File: src/rtl/skin_detect_if.sv
// Video stream bundle: line/frame sync, data enable and pixel data of width DW.
// The master drives the stream and the slave receives it.
interface skin_detect_if #(
    parameter int unsigned DW = 16
);
    logic          hsync;
    logic          vsync;
    logic          de;
    logic [DW-1:0] data;

    modport master (output hsync, vsync, de, data);
    modport slave  (input  hsync, vsync, de, data);
endinterface

File: src/rtl/skin_detect.sv
// RGB565 -> YCbCr skin-colour threshold with a 3-clk pipeline.
// Emits a binary mask stream plus a source copy that is aligned to the mask.
module skin_detect #(
    parameter logic [7:0] CB_MIN = 8'd77,
    parameter logic [7:0] CB_MAX = 8'd127,
    parameter logic [7:0] CR_MIN = 8'd133,
    parameter logic [7:0] CR_MAX = 8'd173,
    parameter logic [7:0] Y_MIN  = 8'd40
) (
    input  logic          clk,
    input  logic          rst_n,
    skin_detect_if.slave  i_src,
    skin_detect_if.master o_rgb,
    skin_detect_if.master o_face
);
    typedef struct packed {
        logic        hsync;
        logic        vsync;
        logic        de;
        logic [15:0] data;
    } beat_t;

    beat_t       w_in;
    logic [7:0]  w_r8, w_g8, w_b8;
    beat_t       r_dly [3];
    logic [15:0] r_prod [9];
    logic [15:0] r_ysum, r_cbsum, r_crsum;
    logic [7:0]  r_face;
    logic        w_skin;

    assign w_in = {i_src.hsync, i_src.vsync, i_src.de, i_src.data};
    assign w_r8 = {i_src.data[15:11], i_src.data[15:13]};
    assign w_g8 = {i_src.data[10:5],  i_src.data[10:9]};
    assign w_b8 = {i_src.data[4:0],   i_src.data[4:2]};

    // Thresholds are applied to the full sums: comparing S against {T,8'h00} or
    // {T,8'hff} is the same as comparing S[15:8] against T.
    always_comb begin
        w_skin = r_dly[1].de
              && (r_ysum  >= {Y_MIN,  8'h00})
              && (r_cbsum >= {CB_MIN, 8'h00}) && (r_cbsum <= {CB_MAX, 8'hff})
              && (r_crsum >= {CR_MIN, 8'h00}) && (r_crsum <= {CR_MAX, 8'hff});
    end

    always_ff @(posedge clk or negedge rst_n) begin
        if (!rst_n) begin
            for (int unsigned i = 0; i < 3; i++) r_dly[i] <= '0;
            for (int unsigned i = 0; i < 9; i++) r_prod[i] <= '0;
            r_ysum  <= '0;
            r_cbsum <= '0;
            r_crsum <= '0;
            r_face  <= '0;
        end else begin
            r_dly[0] <= w_in;
            r_dly[1] <= r_dly[0];
            r_dly[2] <= r_dly[1];

            r_prod[0] <= {8'd0, w_r8} * 16'd77;
            r_prod[1] <= {8'd0, w_g8} * 16'd150;
            r_prod[2] <= {8'd0, w_b8} * 16'd29;
            r_prod[3] <= {8'd0, w_r8} * 16'd43;
            r_prod[4] <= {8'd0, w_g8} * 16'd85;
            r_prod[5] <= {8'd0, w_b8} * 16'd128;
            r_prod[6] <= {8'd0, w_r8} * 16'd128;
            r_prod[7] <= {8'd0, w_g8} * 16'd107;
            r_prod[8] <= {8'd0, w_b8} * 16'd21;

            // Positive terms first keeps every intermediate inside 16 bits.
            r_ysum  <= r_prod[0] + r_prod[1] + r_prod[2];
            r_cbsum <= (r_prod[5] + 16'd32768) - r_prod[3] - r_prod[4];
            r_crsum <= (r_prod[6] + 16'd32768) - r_prod[7] - r_prod[8];

            r_face <= w_skin ? 8'hff : 8'h00;
        end
    end

    assign o_rgb.hsync  = r_dly[2].hsync;
    assign o_rgb.vsync  = r_dly[2].vsync;
    assign o_rgb.de     = r_dly[2].de;
    assign o_rgb.data   = r_dly[2].data;
    assign o_face.hsync = r_dly[2].hsync;
    assign o_face.vsync = r_dly[2].vsync;
    assign o_face.de    = r_dly[2].de;
    assign o_face.data  = r_face;
endmodule

File: src/flat_wrapper.sv
// flat-port wrapper written by rule: the top's interface ports become plain ports
module skin_detect_flat 
#(
    parameter logic [7:0] CB_MIN = 8'd77,
    parameter logic [7:0] CB_MAX = 8'd127,
    parameter logic [7:0] CR_MIN = 8'd133,
    parameter logic [7:0] CR_MAX = 8'd173,
    parameter logic [7:0] Y_MIN  = 8'd40
)
  (clk, rst_n, i_src_hsync, i_src_vsync, i_src_de, i_src_data, o_rgb_hsync, o_rgb_vsync, o_rgb_de, o_rgb_data, o_face_hsync, o_face_vsync, o_face_de, o_face_data);
  skin_detect_if #(.DW(16)) i_src_i ();
  skin_detect_if #(.DW(16)) o_rgb_i ();
  skin_detect_if #(.DW(8)) o_face_i ();
  input  logic clk;
  input  logic rst_n;
  input wire logic [$bits(i_src_i.hsync)-1:0] i_src_hsync;
  input wire logic [$bits(i_src_i.vsync)-1:0] i_src_vsync;
  input wire logic [$bits(i_src_i.de)-1:0] i_src_de;
  input wire logic [$bits(i_src_i.data)-1:0] i_src_data;
  output wire logic [$bits(o_rgb_i.hsync)-1:0] o_rgb_hsync;
  output wire logic [$bits(o_rgb_i.vsync)-1:0] o_rgb_vsync;
  output wire logic [$bits(o_rgb_i.de)-1:0] o_rgb_de;
  output wire logic [$bits(o_rgb_i.data)-1:0] o_rgb_data;
  output wire logic [$bits(o_face_i.hsync)-1:0] o_face_hsync;
  output wire logic [$bits(o_face_i.vsync)-1:0] o_face_vsync;
  output wire logic [$bits(o_face_i.de)-1:0] o_face_de;
  output wire logic [$bits(o_face_i.data)-1:0] o_face_data;
  assign i_src_i.hsync = i_src_hsync;
  assign i_src_i.vsync = i_src_vsync;
  assign i_src_i.de = i_src_de;
  assign i_src_i.data = i_src_data;
  assign o_rgb_hsync = o_rgb_i.hsync;
  assign o_rgb_vsync = o_rgb_i.vsync;
  assign o_rgb_de = o_rgb_i.de;
  assign o_rgb_data = o_rgb_i.data;
  assign o_face_hsync = o_face_i.hsync;
  assign o_face_vsync = o_face_i.vsync;
  assign o_face_de = o_face_i.de;
  assign o_face_data = o_face_i.data;
  skin_detect #(.CB_MIN(CB_MIN), .CB_MAX(CB_MAX), .CR_MIN(CR_MIN), .CR_MAX(CR_MAX), .Y_MIN(Y_MIN)) u_core (.clk(clk), .rst_n(rst_n), .i_src(i_src_i), .o_rgb(o_rgb_i), .o_face(o_face_i));
endmodule
File: config.mk
export PLATFORM = sky130hd
export DESIGN_NAME = skin_detect_flat
export DESIGN_NICKNAME = d
export VERILOG_FILES = /design/src/rtl/skin_detect_if.sv /design/src/rtl/skin_detect.sv /design/src/flat_wrapper.sv
export SDC_FILE = /design/constraint.sdc
export NUM_CORES = 1
export LEC_CHECK = 0
export CAP_MARGIN = 20
export CELL_PAD_IN_SITES_DETAIL_PLACEMENT = 1
export CELL_PAD_IN_SITES_GLOBAL_PLACEMENT = 1
export CORE_MARGIN = 8
export CORE_UTILIZATION = 45
export DETAILED_ROUTE_END_ITERATION = 10
export PLACE_DENSITY_LB_ADDON = 0.1
export SYNTH_ARGS = -nofsm -noshare
export SYNTH_HDL_FRONTEND = slang
export SYNTH_SLANG_ARGS = --single-unit
File: constraint.sdc
create_clock -name clk -period 2.7 [get_ports clk]
set_input_delay 0.27 -clock clk [delete_from_list [all_inputs] [get_ports clk]]
set_output_delay 0.27 -clock clk [all_outputs]
set_load 0.01 [all_outputs]
==> flow_metrics.env <==
export IMPL_maxSlewViolCount=0
export IMPL_initialDrtViolationCount=336
export IMPL_fp_dieH_um=186
export IMPL_fin_skew_ps=18.8
export IMPL_synth_xor_area_share_pct=5.46
export IMPL_synthesis_nets=1565
export IMPL_grt_util_met1_pct=26.1
export IMPL_cts_max_path_buffers=2
export IMPL_drt_total_wl_mm=37.8
export IMPL_drt_pass1_iterations=7
export IMPL_critPathBufInv=3
export IMPL_core_area_um2=28500
export IMPL_grtUsageMet3_pct=2.81
export IMPL_port_buffers=50
export IMPL_path_cells="buf_8 > ha_4 > ha_4 > inv_2 > fa_1 > fa_1 > inv_2 > ha_4 > a21o_1 > a31oi_1 > o21ai_2 > o31a_1 > a221o_1 > a21o_1"
export IMPL_whs_path_depth=2
export IMPL_crit_fanout=3
export IMPL_synth_compound_area_share_pct=11.2
export IMPL_remaining_drc_errors=0
export IMPL_drv_cap=0
export IMPL_criticalPathCategory="primary input to flip-flop"
export IMPL_synth_ff_type="dfrtp_1"
export IMPL_antenna_found_initial=0
export IMPL_viasPerCell=5.20
export IMPL_slowest_delay_ps=520
export IMPL_syn_area_um2=13000
export IMPL_synth_simple_area_share_pct=6.27
export IMPL_hold_path_endpoint="u_core.r_dly[44]"
export IMPL_placed_area_um2=16100
export IMPL_rsz0062_at_grt="true"
export IMPL_grt_max_degree=61
export IMPL_path_common_cell="ha_4"
export IMPL_synthAdderAreaFrac_pct=37.6
export IMPL_p_seq_share_pct=19.4
export IMPL_final_antenna_net_count=0
export IMPL_n_fill_cell=3000
export IMPL_power_density_nw_per_um2=1060
export IMPL_r2r_end="u_core.r_crsum[14]"
export IMPL_synth_top_family_by_area="adder cells"
export IMPL_pin_count=51
export IMPL_syn_to_final_growth_pct=37.1
export IMPL_floorplan_initialDensity_pct=45.5
export IMPL_ys_ff_latch=163
export IMPL_combPwrFrac_pct=67.2
export IMPL_ys_types=62
export IMPL_use_met2_pct=40.9
export IMPL_hold_violations=0
export IMPL_grt_overflow_total=0
export IMPL_clkSinkCount=163
export IMPL_cts_tree="done"
export IMPL_vias=9930
export IMPL_ys_warnings_count=0
export IMPL_grt_pass1_wl_mm=58.9
export IMPL_ys_seq_area_share_pct=31.4
export IMPL_fin_tns_setup_ps=-5100
export IMPL_hp_start="i_src_data[6]"
export IMPL_htreeDepth=4
export IMPL_rrSetupSlack_ps=-30
export IMPL_num_rows=62
export IMPL_cellLeakagePower_nw=8.88
export IMPL_switching_share_pct=43.1
export IMPL_hpwl_mm=28.6
export IMPL_arrival_ps=3450
export IMPL_crit_slowest_cell="fa_1"
export IMPL_die_width_um=186
export IMPL_wire_per_inst_um=19.8
export IMPL_clk_pin_slew_ps=80
export IMPL_setup_ws_ps=-412
export IMPL_worst_pin_slew_ps=729
export IMPL_insertedDiodeCount=0
export IMPL_min_period_over_period_pct=115
export IMPL_setup_violations_final=24
export IMPL_clk_latency_ps=450
export IMPL_place_congestion=0.838
export IMPL_die_area_um2=34500
export IMPL_crit_family="adder cells"
export IMPL_ir_worst_vdd_uv=672
export IMPL_fmax_mhz=321
export IMPL_status="finished, violations left"
export IMPL_synth_edff_count=0
export IMPL_dp_cells=1837
export IMPL_synthMuxAreaShare_pct=0.231
export IMPL_slew_headroom_pct=50.9
export IMPL_p_switching_mw=8.15
export IMPL_numCtsBuffers=17
export IMPL_regToRegStartpoint="u_core.r_prod[24]"
export IMPL_layout_nets=1877
export IMPL_finish_instance_area_um2=17800
export IMPL_top_usage_layer="met2"
export IMPL_p_clk_share_pct=13.5
export IMPL_grt_total_usage_pct=22.0
export IMPL_critPathCaptureType="flip-flop"
export IMPL_holdCritPathClass="primary input to flip-flop"
export IMPL_cp_required_ps=3040
export IMPL_failed_checks="negative setup slack"
export IMPL_start_kind="primary input"
export IMPL_finalNonFillerCells=1911
export IMPL_p_int_mw=10.7
export IMPL_async_flop_share_pct=100
export IMPL_syn_inst=1202
export IMPL_syn_area_per_cell_um2=10.8
export IMPL_drive_above_1_share_pct=32.7
export IMPL_grt_pass1_vias=11300
export IMPL_reg2regPathDepth=9
export IMPL_period_minus_slack_ps=3110
export IMPL_root_buffer="clkbuf_16"
-- metrics by stage --
stage	utilization [%]	total power, mW	hold WS (ps)	worst slack (ps)
after detailed placement	56.5	14.8	281	-1330
final	62.4	18.9	77.5	-412
after CTS	60.4	18.1	54.5	-474
after floorplan	-	10.9	-25.6	-599
after global placement	56.5	14.2	273	-1270
after global routing	62.4	20.4	62.4	-484
-- synthesized netlist by cell type, types with 15 or more instances --
cell type	number	area [µm²]
a21o_1	35	263
a21oi_1	60	300
buf_4	26	195
dfrtp_1	163	4080
fa_1	81	1620
ha_1	261	3270
inv_1	212	796
nand2_1	31	116
nand2b_1	15	93.8
nor2_1	40	150
o21ai_0	34	170
xnor2_1	46	403
xor2_1	35	307
-- timing repair --
item,4_1_cts,5_1_grt
endpoints found under the hold margin,57,2
buffers inserted,26,24
hold buffers,1,2
gates resized for setup,154,94
setup endpoints to repair,59,46
pin swaps,99,87
-- layout by cell type, fill, tap and decap left out, types with 17 or more instances in the layout --
master           instances
a21o_1                  35
a21oi_1                 36
a21oi_2                 19
buf_4                  249
buf_6                   19
clkbuf_16               17
clkdlybuf4s50_1         33
dfrtp_1                159
fa_1                    77
ha_1                   198
ha_4                    56
inv_1                  185
inv_2                   26
nand2_1                 26
nor2_1                  37
o21ai_0                 23
xnor2_1                 43
xor2_1                  31
-- kinds of logic after synthesis --
group / count (synthesis)
xor+xnor: 81
compound gates: 214
buf+inv: 242
fa+ha+maj: 342
mux: 3
flops: 163
simple gates: 157
-- power groups by stage --
stage / clock [mW] / sequential [mW] / combinational, mW
after floorplan: 0 / 3.51 / 7.42
after global placement: 0 / 3.69 / 10.5
after detailed placement: 0 / 3.71 / 11.1
after CTS: 2.59 / 3.66 / 11.9
after global routing: 2.68 / 3.72 / 14.0
final: 2.54 / 3.65 / 12.7
-- worst reg2reg max path, delay by kind of cell (launching register included) --
family	cells	cell delay [ps]
compound gates	4	960
fa+ha+maj	2	680
buf+inv	1	60
flops	1	420
simple gates	2	570
-- cell type report --
class	count	area (µm²)	share of cell area [%]
multi-input cells	797	9100	51.1
well taps	384	480	2.70
clock inverters	15	194	1.09
flip-flops and latches	163	4080	22.9
clock buffers	17	425	2.39
repair buffers	323	2720	15.3
inverters	212	800	4.49
-- worst max path at each step --
stage	end	cells after the start	startpoint	slack [ps]
2_1_floorplan	u_core.r_prod[127]	13	i_src_data[7]	-600
3_3_place_gp	u_core.r_prod[127]	14	i_src_data[9]	-1270
3_5_place_dp	u_core.r_prod[127]	14	i_src_data[9]	-1330
4_1_cts	u_core.r_prod[29]	12	i_src_data[9]	-470
5_1_grt	u_core.r_prod[127]	14	i_src_data[7]	-480
6_report	u_core.r_prod[127]	14	i_src_data[7]	-410
-- state kept, by name (all words and copies together) (netlist names) --
name                 count
u_core.o_face.hsync      1
u_core.r_crsum           8
u_core.o_face.vsync      1
u_core.r_dly            37
u_core.o_face.data       1
u_core.r_ysum            5
u_core.r_cbsum           8
u_core.r_prod           85
u_core.o_rgb.data       16
u_core.o_face.de         1
-- per-layer routing --
metal / up-vias / wire length (µm)
li1: 4664 / -
met1: 5060 / 15800
met2: 154 / 19900
met3: 52 / 1230
met4: 0 / 898
met5: - / 0
No activity file was read; power rests on OpenSTA's default activity.
